**src/rtl/us_ping_scheduler.sv**
```systemverilog
// Round-robin ultrasonic ping scheduler: fires one front end at a time, waits for done/timeout,
// enforces a guard gap and keeps a per-channel result bank. Optional feature macro: US_SCHED_AVG_EN.
module us_ping_scheduler #(
  parameter int unsigned NUM_SENSORS    = 4,
  parameter int unsigned SEL_W          = 2,
  parameter int unsigned DIST_W         = 10,
  parameter int unsigned TIMEOUT_CYCLES = 1500000,
  parameter int unsigned GUARD_CYCLES   = 500000
) (
  input  logic                          clk,
  input  logic                          reset,
  input  logic                          run,
  input  logic [NUM_SENSORS-1:0]        sensor_mask,
  output logic [NUM_SENSORS-1:0]        start,
  input  logic [NUM_SENSORS-1:0]        done,
  input  logic [NUM_SENSORS*DIST_W-1:0] dist_in,
  input  logic [SEL_W-1:0]              rd_sel,
  input  logic                          rd_en,
  output logic [DIST_W-1:0]             rd_dist,
  output logic [NUM_SENSORS-1:0]        valid,
  output logic [NUM_SENSORS-1:0]        timeout,
  output logic                          sweep_done,
  output logic                          busy,
  output logic [SEL_W-1:0]              cur_sensor
);

  localparam int unsigned MAX_CYC = (TIMEOUT_CYCLES > GUARD_CYCLES) ? TIMEOUT_CYCLES : GUARD_CYCLES;
  localparam int unsigned TIMER_W = $clog2(MAX_CYC + 1);
  localparam logic [TIMER_W-1:0] WAIT_LAST  = TIMER_W'(TIMEOUT_CYCLES - 1);
  localparam logic [TIMER_W-1:0] GUARD_LAST = TIMER_W'(GUARD_CYCLES);
  localparam logic [SEL_W-1:0]   PTR_RST    = SEL_W'(NUM_SENSORS - 1);

  typedef enum logic [2:0] {S_IDLE, S_SELECT, S_FIRE, S_WAIT, S_GUARD} state_t;

  state_t                 state_q, state_d;
  logic [SEL_W-1:0]       ptr_q, ptr_d;
  logic [TIMER_W-1:0]     timer_q, timer_d;
  logic [NUM_SENSORS-1:0] mask_q, mask_d;
  logic [NUM_SENSORS-1:0] start_q, start_d;
  logic [NUM_SENSORS-1:0] valid_q, valid_d;
  logic [NUM_SENSORS-1:0] timeout_q, timeout_d;
  logic                   sweep_done_q, sweep_done_d;
  logic                   busy_q, busy_d;
  logic [DIST_W-1:0]      dist_q [NUM_SENSORS];
  logic [DIST_W-1:0]      dist_d [NUM_SENSORS];
  logic [DIST_W-1:0]      meas;
  logic                   found;
  logic [SEL_W-1:0]       next_idx, top_idx, cand;
`ifdef US_SCHED_AVG_EN
  logic [NUM_SENSORS-1:0] hist_q, hist_d;
  logic [DIST_W:0]        sum;
`endif

  assign meas = dist_in[32'(ptr_q) * DIST_W +: DIST_W];

  // Next enabled channel after ptr (wrapping), and highest channel of the captured mask.
  always_comb begin
    found    = 1'b0;
    next_idx = ptr_q;
    cand     = '0;
    for (int unsigned k = 1; k <= NUM_SENSORS; k++) begin
      cand = SEL_W'((32'(ptr_q) + k) % NUM_SENSORS);
      if (!found && sensor_mask[cand]) begin
        found    = 1'b1;
        next_idx = cand;
      end
    end
    top_idx = '0;
    for (int unsigned k = 0; k < NUM_SENSORS; k++) begin
      if (mask_q[SEL_W'(k)]) top_idx = SEL_W'(k);
    end
  end

  always_comb begin
    state_d      = state_q;
    ptr_d        = ptr_q;
    timer_d      = '0;
    mask_d       = mask_q;
    start_d      = '0;
    sweep_done_d = 1'b0;
    valid_d      = valid_q;
    timeout_d    = timeout_q;
    dist_d       = dist_q;
`ifdef US_SCHED_AVG_EN
    hist_d       = hist_q;
    sum          = {1'b0, dist_q[ptr_q]} + {1'b0, meas};
`endif
    // Read clear first so a same-cycle result write below takes precedence.
    if (rd_en) valid_d[rd_sel] = 1'b0;

    unique case (state_q)
      S_IDLE: if (run) state_d = S_SELECT;
      S_SELECT: begin
        mask_d = sensor_mask;
        if (found) begin
          ptr_d            = next_idx;
          start_d[next_idx] = 1'b1;
          state_d          = S_FIRE;
        end else begin
          state_d = S_IDLE;
        end
      end
      S_FIRE: state_d = S_WAIT;
      S_WAIT: begin
        timer_d = timer_q + TIMER_W'(1);
        if (done[ptr_q]) begin
          dist_d[ptr_q] = meas;
`ifdef US_SCHED_AVG_EN
          if (hist_q[ptr_q]) dist_d[ptr_q] = DIST_W'(sum >> 1);
          hist_d[ptr_q] = 1'b1;
`endif
          valid_d[ptr_q]   = 1'b1;
          timeout_d[ptr_q] = 1'b0;
          timer_d          = '0;
          state_d          = S_GUARD;
        end else if (timer_q == WAIT_LAST) begin
          dist_d[ptr_q]    = '1;
`ifdef US_SCHED_AVG_EN
          hist_d[ptr_q]    = 1'b0;
`endif
          valid_d[ptr_q]   = 1'b1;
          timeout_d[ptr_q] = 1'b1;
          timer_d          = '0;
          state_d          = S_GUARD;
        end
      end
      S_GUARD: begin
        timer_d = timer_q + TIMER_W'(1);
        if (timer_q == GUARD_LAST) begin
          timer_d      = '0;
          sweep_done_d = (ptr_q == top_idx);
          state_d      = run ? S_SELECT : S_IDLE;
        end
      end
      default: state_d = S_IDLE;
    endcase

    busy_d = (state_d != S_IDLE);
  end

  always_ff @(posedge clk) begin
    if (reset) begin
      state_q      <= S_IDLE;
      ptr_q        <= PTR_RST;
      timer_q      <= '0;
      mask_q       <= '0;
      start_q      <= '0;
      valid_q      <= '0;
      timeout_q    <= '0;
      sweep_done_q <= 1'b0;
      busy_q       <= 1'b0;
      dist_q       <= '{default: '0};
`ifdef US_SCHED_AVG_EN
      hist_q       <= '0;
`endif
    end else begin
      state_q      <= state_d;
      ptr_q        <= ptr_d;
      timer_q      <= timer_d;
      mask_q       <= mask_d;
      start_q      <= start_d;
      valid_q      <= valid_d;
      timeout_q    <= timeout_d;
      sweep_done_q <= sweep_done_d;
      busy_q       <= busy_d;
      dist_q       <= dist_d;
`ifdef US_SCHED_AVG_EN
      hist_q       <= hist_d;
`endif
    end
  end

  assign start      = start_q;
  assign valid      = valid_q;
  assign timeout    = timeout_q;
  assign sweep_done = sweep_done_q;
  assign busy       = busy_q;
  assign cur_sensor = ptr_q;
  assign rd_dist    = dist_q[rd_sel];

endmodule

```
**config.mk**
```make
export PLATFORM = sky130hd
export DESIGN_NAME = us_ping_scheduler
export DESIGN_NICKNAME = d
export VERILOG_FILES = /design/src/rtl/us_ping_scheduler.sv
export SDC_FILE = /design/constraint.sdc
export NUM_CORES = 1
export LEC_CHECK = 0
export ABC_AREA = 1
export ABC_CLOCK_PERIOD_IN_PS = 1800
export CORE_MARGIN = 8
export CORE_UTILIZATION = 40
export DETAILED_ROUTE_END_ITERATION = 10
export PLACE_DENSITY = 0.65
export SETUP_SLACK_MARGIN = 0.4
export SYNTH_ARGS = -nofsm -noshare
export SYNTH_HDL_FRONTEND = slang
export SYNTH_SLANG_ARGS = --single-unit
```
**constraint.sdc**
```tcl
create_clock -name clk -period 1.8 [get_ports clk]
set_input_delay 0.36 -clock clk [delete_from_list [all_inputs] [get_ports clk]]
set_output_delay 0.36 -clock clk [all_outputs]
set_load 0.02 [all_outputs]
```
# [After elaboration in Yosys (flattened, before gate mapping)]
# Index checks and enable logic that the tools add are counted.
[classes] addsub=5 multipliers=1 n_lt_le_gt_ge=13 eq_ne=7 shifts=1 n_mux=52 bitwise=13 reduce_logical=17
[ops] operator="two-way mux 40 bit" n=2
[ops] operator="two-way mux 21 bit" n=3
[ops] operator="one-hot mux 21 bit (2 select lines)" n=1
[ops] operator="bitwise mux 40 bit" n=1
[ops] operator="bitwise OR 40 bit" n=1
[ops] operator="variable part select 40 x 7 -> 10 bit" n=1
[ops] operator="two-way mux 10 bit" n=3
[ops] operator="two-way mux 4 bit" n=6
[ops] operator="adder 21 x 1 -> 21 bit (second input constant)" n=1
[ops] operator="== test 21 x 19 -> 1 bit (second input constant)" n=1
[ops] operator="== test 21 bit (second input constant)" n=1
[ops] operator="less-than comparator 2 x 3 -> 1 bit (second input constant)" n=7
[ops] operator="binary-select mux 10 bit (select 2 bit)" n=1
[ops] operator="demux 10 bit (select 2 bit)" n=1
[ops] operator="one-hot mux 3 bit (5 select lines)" n=1
[ops] operator="two-way mux 1 bit" n=14
[ops] operator="two-way mux 2 bit" n=7
[ops] operator="two-way mux 3 bit" n=4
[ops] operator="binary-select mux 1 bit (select 2 bit)" n=5
[ops] operator="AND 4 bit" n=2
[ops] operator="inverter 4 bit" n=2
[ops] operator="bitwise OR 4 bit" n=2
[ops] operator="logical AND 1 bit" n=7
[ops] operator="demux 1 bit (select 2 bit)" n=3
[ops] operator="18 further kinds" n=32
[totals] regBits=84 out_inout_bits=26 wordCells=122

# [Longest topological paths before layout]
[logic_depth] ltp_word=17 depth_mapped=13 depth_no_buf=13

# [Worst setup path after synthesis]
# OpenSTA, ideal clock, no wires.
[synth_path] path_type="flip-flop to flip-flop" startpoint="register ptr_q[1] (netlist: cur_sensor[1])" endpoint="register busy_q (netlist: busy)" setup_time_ns=0.113 t_arrival_ns=1.862 t_required_ns=1.687 setup_slack_ns=-0.175 stages_incl_launch_ff=13 period_less_slack_ns=1.975 path_cell_list="dfxtp_1 inv_2 buf_2 ha_1 inv_1 nand2_1 nand2_2 nor2_2 nand3_2 nand2_2 nand3_1 nand2_1 nand2_1"
[synth_via] elab_chain_cells=16
[synth_rtl] item="start, declared" line_no="36" rtl="logic [SEL_W-1:0] ptr_q, ptr_d;"
[synth_rtl] item="start signal, assigned" line_no="158" rtl="ptr_q <= ptr_d;"
[synth_rtl] item="adder 2 x 1 -> 2 bit" line_no="62" rtl="cand = SEL_W'((32'(ptr_q) + k) % NUM_SENSORS);"
[synth_rtl] item="binary-select mux 1 bit (select 2 bit)" line_no="63" rtl="if (!found && sensor_mask[cand]) begin"
[synth_rtl] item="two-way mux 1 bit (not written as such)" line_no="63"
[synth_rtl] item="two-way mux 1 bit" line_no="63"
[synth_rtl] item="zero test 1 bit" line_no="63"
[synth_rtl] item="logical AND 1 bit" line_no="63"
[synth_rtl] item="two-way mux 1 bit" line_no="63"
[synth_rtl] item="zero test 1 bit" line_no="63"
[synth_rtl] item="logical AND 1 bit" line_no="63"
[synth_rtl] item="two-way mux 1 bit" line_no="63"
[synth_rtl] item="zero test 1 bit" line_no="63"
[synth_rtl] item="logical AND 1 bit" line_no="63"
[synth_rtl] item="two-way mux 1 bit" line_no="63"
[synth_rtl] item="two-way mux 2 bit" line_no="95" rtl="if (found) begin"
[synth_rtl] item="one-hot mux 3 bit (5 select lines) (*)" line_no="91" rtl="unique case (state_q)"
[synth_rtl] item="nonzero test 3 bit (*)" line_no="138" rtl="busy_d = (state_d != S_IDLE);"
[synth_rtl] item="end signal, assigned" line_no="165" rtl="busy_q <= busy_d;"
[synth_rtl] item="end, declared" line_no="43" rtl="logic busy_q, busy_d;"
# Mark *: on every way between the ends. The rest lies on a longest branch, timed or not. The select of a mux whose other input is x is not followed.
# A chain may end at the register's enable or synchronous reset.

# [Final worst setup path]
[layout_path] startpoint="register ptr_q[0] (netlist: cur_sensor[0])" endpoint="register dist_q[2] in the netlist's numbering"
[layout_via] elab_chain_cells=8
[layout_rtl] item="branches (longest 8 deep; another with multiplier 2 x 3 -> 5 bit)"
[layout_rtl] item="end signal, assigned" line_no="166" rtl="dist_q <= dist_d;"
[layout_rtl] item="end, declared" line_no="44" rtl="logic [DIST_W-1:0] dist_q [NUM_SENSORS];"
# Parallel ways; which one is timed is not known. The select of a mux whose other input is x is not followed.

==> impl.org <==
** Die
- Count of boundary I/O pins :: 80
- Effective utilization at floorplan :: 40.6%
- The total area inside the core boundary comes to 10,700 µm².
- The die covers 14,500 µm².
- Row cnt :: 38
- The floorplan step set the die height to 120 µm.
- The die is 120 µm wide.

** Job
- Max-cap violations in this run came to 0.

** Synthesis
- Counting flops with a built-in enable in the synthesized netlist gives 0.
- Synthesis handed over a netlist of 601 instances.
- Averaged over all synthesized cells, the footprint is 7.26 µm².
- Post-Syn Area :: 4370 µm²
- Share of synthesized registers carrying an async set or reset :: 0%
- Post-synth top flop :: sky130_fd_sc_hd__dfxtp_1
- Distinct cells, synth :: 44
- Sequential share of the synthesized area :: 38.1%
- Synthesis produced a netlist with a net count of 661.
- Number of synthesized register bits :: 83
- Yosys printed 0 warnings.

** Clocking
- Clock-pin slew was measured on the worst setup and hold paths at 80 ps.
- Hold buffer count at CTS :: 0
- Clock tree synthesis inserted a total of 9 buffers.
- Sinks on the clock net :: 83
- For the worst-skew pair, the clock arrives at the later sink with an insertion delay of 370 ps.
- Counting along the longest clock path gives a buffer depth of 2.
- CTS placed an instance of sky130_fd_sc_hd__clkbuf_8 at the clock tree root.
- Clock tree from TritonCTS :: yes
- H-Tree Level Count :: 3

** Timing
- Final period utilization :: 91.9%
- Minimum period implied by the final worst setup slack :: 1650 ps
- Setup Skew :: 13.2 ps
- Unrepaired setup endpoints after global routing :: true
- Final max-slew violation count :: 0
- Based on the critical path, the design can be clocked at up to 0.605 GHz.
- Worst-Margin Slew :: 541 ps
- The worst pin sits at a relative slew slack of 63.7%.
- Setup slack on the critical path of the routed design comes to 146 ps.
- Hold Fails Final Rpt :: 0
- Final setup vio count :: 0

** Route
- Wires add up to 14.7 mm.
- Vias per inst :: 5.31
- Dividing the detail-routed wire length by the instance count gives 16.6 µm.
- In this run the remaining antenna-violating nets after routing total 0.
- In this run, the number of DRC markers left after iteration 0 of detailed routing was 274.
- Detailed Routing Iterations Pass 1 :: 5
- Total number of vias :: 4,727
- Drc violations :: 0

** Setup path
- The startpoint identified for the worst register-to-register timing path is cur_sensor[0]$_SDFFE_PP1P_.
- Worst endpoint required time :: 2060 ps
- Critical path launch point :: cur_sensor[0]$_SDFFE_PP1P_
- Largest fanout of any net on the critical path :: 8
- The critical path is of the flip-flop to flip-flop type.
- CP endpoint kind :: flip-flop
- Kind of start point of the critical path :: flip-flop
- At the worst endpoint, the arrival time is 1910 ps.

** Placement
- Worst slack at placement :: -751 ps
- Standard cell area after detailed placement :: 5570 µm²
- Number of I/O port buffers :: 79
- After legalization and detailed placement, the total HPWL measured 8.77 mm.
- At the end of routability-driven placement, the weighted congestion stood at 0.826.

** Power and ir drop
- Reported leakage power :: 2.53 nW
- Ratio of total power to cell area :: 709 nW/µm²
- The worst-case IR drop observed on VDD is 447 µV.

** Global routing
- The via count of the first global-routing pass is 4,500.
- Total grt overflow :: 0
- Maximum number of pins on one net before global-route repair :: 48
- Number of antenna violations at the first check in global routing :: 0
- First-pass GRT wire length :: 21.7 mm
- Global routing consumed, over all layers together, 18.4% of the routing resources.

** Min path
- In this run the most critical hold path is launched from valid[1]$_SDFF_PP0_.
- The worst hold path belongs to the class flip-flop to flip-flop.

** Cells and area
- From synthesis to final layout, the design area changed by 56.8%.
- Antenna diode count :: 0
- The final layout contains 805 nets.
- After routing the design area is 6850 µm².
- Fraction of final layout cells with drive strength greater than 1 :: 40.7%

** Status
- The flow ran to the end, and the final reports show no timing, DRC or antenna violations.
cell families after synthesis:
group | count (synthesis) | share of synthesized area, %
DFF | 83 | 38.1
xor gates and xnor gates | 7 | 1.40
AOI/OAI and AO/OA | 168 | 21.7
and+or+nand+nor | 216 | 25.3
buffers and inverters | 121 | 11.8
adders and majority gates | 6 | 1.72
synth_stat cells (9+ instances only):
master                     instances  area, µm²
sky130_fd_sc_hd__dfxtp_1          83       1660
sky130_fd_sc_hd__nand2_1          80        300
sky130_fd_sc_hd__o221ai_1          9       78.8
sky130_fd_sc_hd__nor2_1           56        210
sky130_fd_sc_hd__nand3_1          27        135
sky130_fd_sc_hd__inv_1            88        330
sky130_fd_sc_hd__a22oi_1           9       67.6
sky130_fd_sc_hd__clkbuf_1          9       33.8
sky130_fd_sc_hd__a21oi_1          53        265
sky130_fd_sc_hd__o21ai_0          68        340
sky130_fd_sc_hd__o22ai_1          10       62.6
sky130_fd_sc_hd__nor2_2           13       81.3
power breakdown:
part	switching [mW]	internal, mW
registers	0.0453	1.88
clock network	0.698	0.650
logic	0.903	0.674
total	1.65	3.21
routing by layer:
| metal | global-route usage (%) | up-vias | part of all wire [%] | wire, µm |
|---|---|---|---|---|
| met5 | 0 | - | 0 | 0 |
| met4 | 7.03 | 0 | 2.4 | 347 |
| met3 | 4.52 | 26 | 7.5 | 1100 |
| met2 | 29.8 | 200 | 47 | 6980 |
| met1 | 23.1 | 2214 | 43 | 6310 |
| li1 | - | 2287 | - | - |
cell type report:
class / count / area [µm²]
clock buffer: 11 / 131
fill: 903 / 3900
sequential: 83 / 1700
timing repair buffer: 151 / 1450
multi-input combinational: 403 / 2940
inverter: 95 / 380
clock inverter: 5 / 61.3
tap: 140 / 175
timing repair inverter: 2 / 15.0
layout by cell type (no fill, tap or decap), types with 20 or more instances in the layout:
cell type | netlist | layout
sky130_fd_sc_hd__o21ai_0 | 68 | 37
sky130_fd_sc_hd__inv_1 | 88 | 77
sky130_fd_sc_hd__dfxtp_1 | 83 | 63
sky130_fd_sc_hd__nand2_1 | 80 | 66
sky130_fd_sc_hd__clkdlybuf4s50_1 | 0 | 51
sky130_fd_sc_hd__buf_4 | 1 | 53
sky130_fd_sc_hd__buf_6 | 6 | 25
sky130_fd_sc_hd__o21ai_1 | 7 | 26
sky130_fd_sc_hd__nand3_1 | 27 | 20
sky130_fd_sc_hd__nor2_1 | 56 | 48
sky130_fd_sc_hd__a21oi_2 | 4 | 39
repair_timing:
| item | in CTS | in global routing |
|---|---|---|
| gates cloned | 6 | 6 |
| resized for setup | 216 | 108 |
| endpoints found under the setup margin | 105 | 103 |
| hold endpoints to repair | 0 | 0 |
| pin swaps | 31 | 27 |
| setup buffers | 22 | 19 |
critical path, stage by stage, from the launching register on:
cell	delay, ps
sky130_fd_sc_hd__dfxtp_4	450
sky130_fd_sc_hd__buf_4	190
sky130_fd_sc_hd__ha_2	300
sky130_fd_sc_hd__nand3_2	150
sky130_fd_sc_hd__buf_6	170
sky130_fd_sc_hd__o21ai_0	240
sky130_fd_sc_hd__a21oi_2	50
worst paths after layout:
| path | cells after the start | slack (ps) | to |
|---|---|---|---|
| max | 6 | 150 | dist_q[2]$_SDFFE_PP0P_ |
| min | 2 | 470 | valid[1]$_SDFF_PP0_ |
| max reg2reg | 6 | 150 | dist_q[2]$_SDFFE_PP0P_ |
| min reg2reg | 2 | 470 | valid[1]$_SDFF_PP0_ |
registers in the layout, summed over array words and instances, names as in the netlist, named ones only:
| signal | flops |
|---|---|
| busy | 1 |
| state_q | 3 |
| valid | 4 |
| start | 4 |
| cur_sensor | 2 |
| timer_q | 21 |
| dist_q | 40 |
| mask_q | 3 |
| sweep_done | 1 |
per-stage QoR:
step	power (mW)	utilization [%]	setup TNS (ps)	std cells	hold WS (ps)
6_report	4.85	63.7	0	890	465
5_1_grt	5.08	63.7	0	890	490
4_1_cts	4.63	58.9	0	865	462
3_5_place_dp	3.09	51.8	-8150	821	441
3_3_place_gp	3.06	51.8	-7520	821	440
2_1_floorplan	2.69	-	0	601	424
Note: power is estimated with default switching activity, not from simulation.
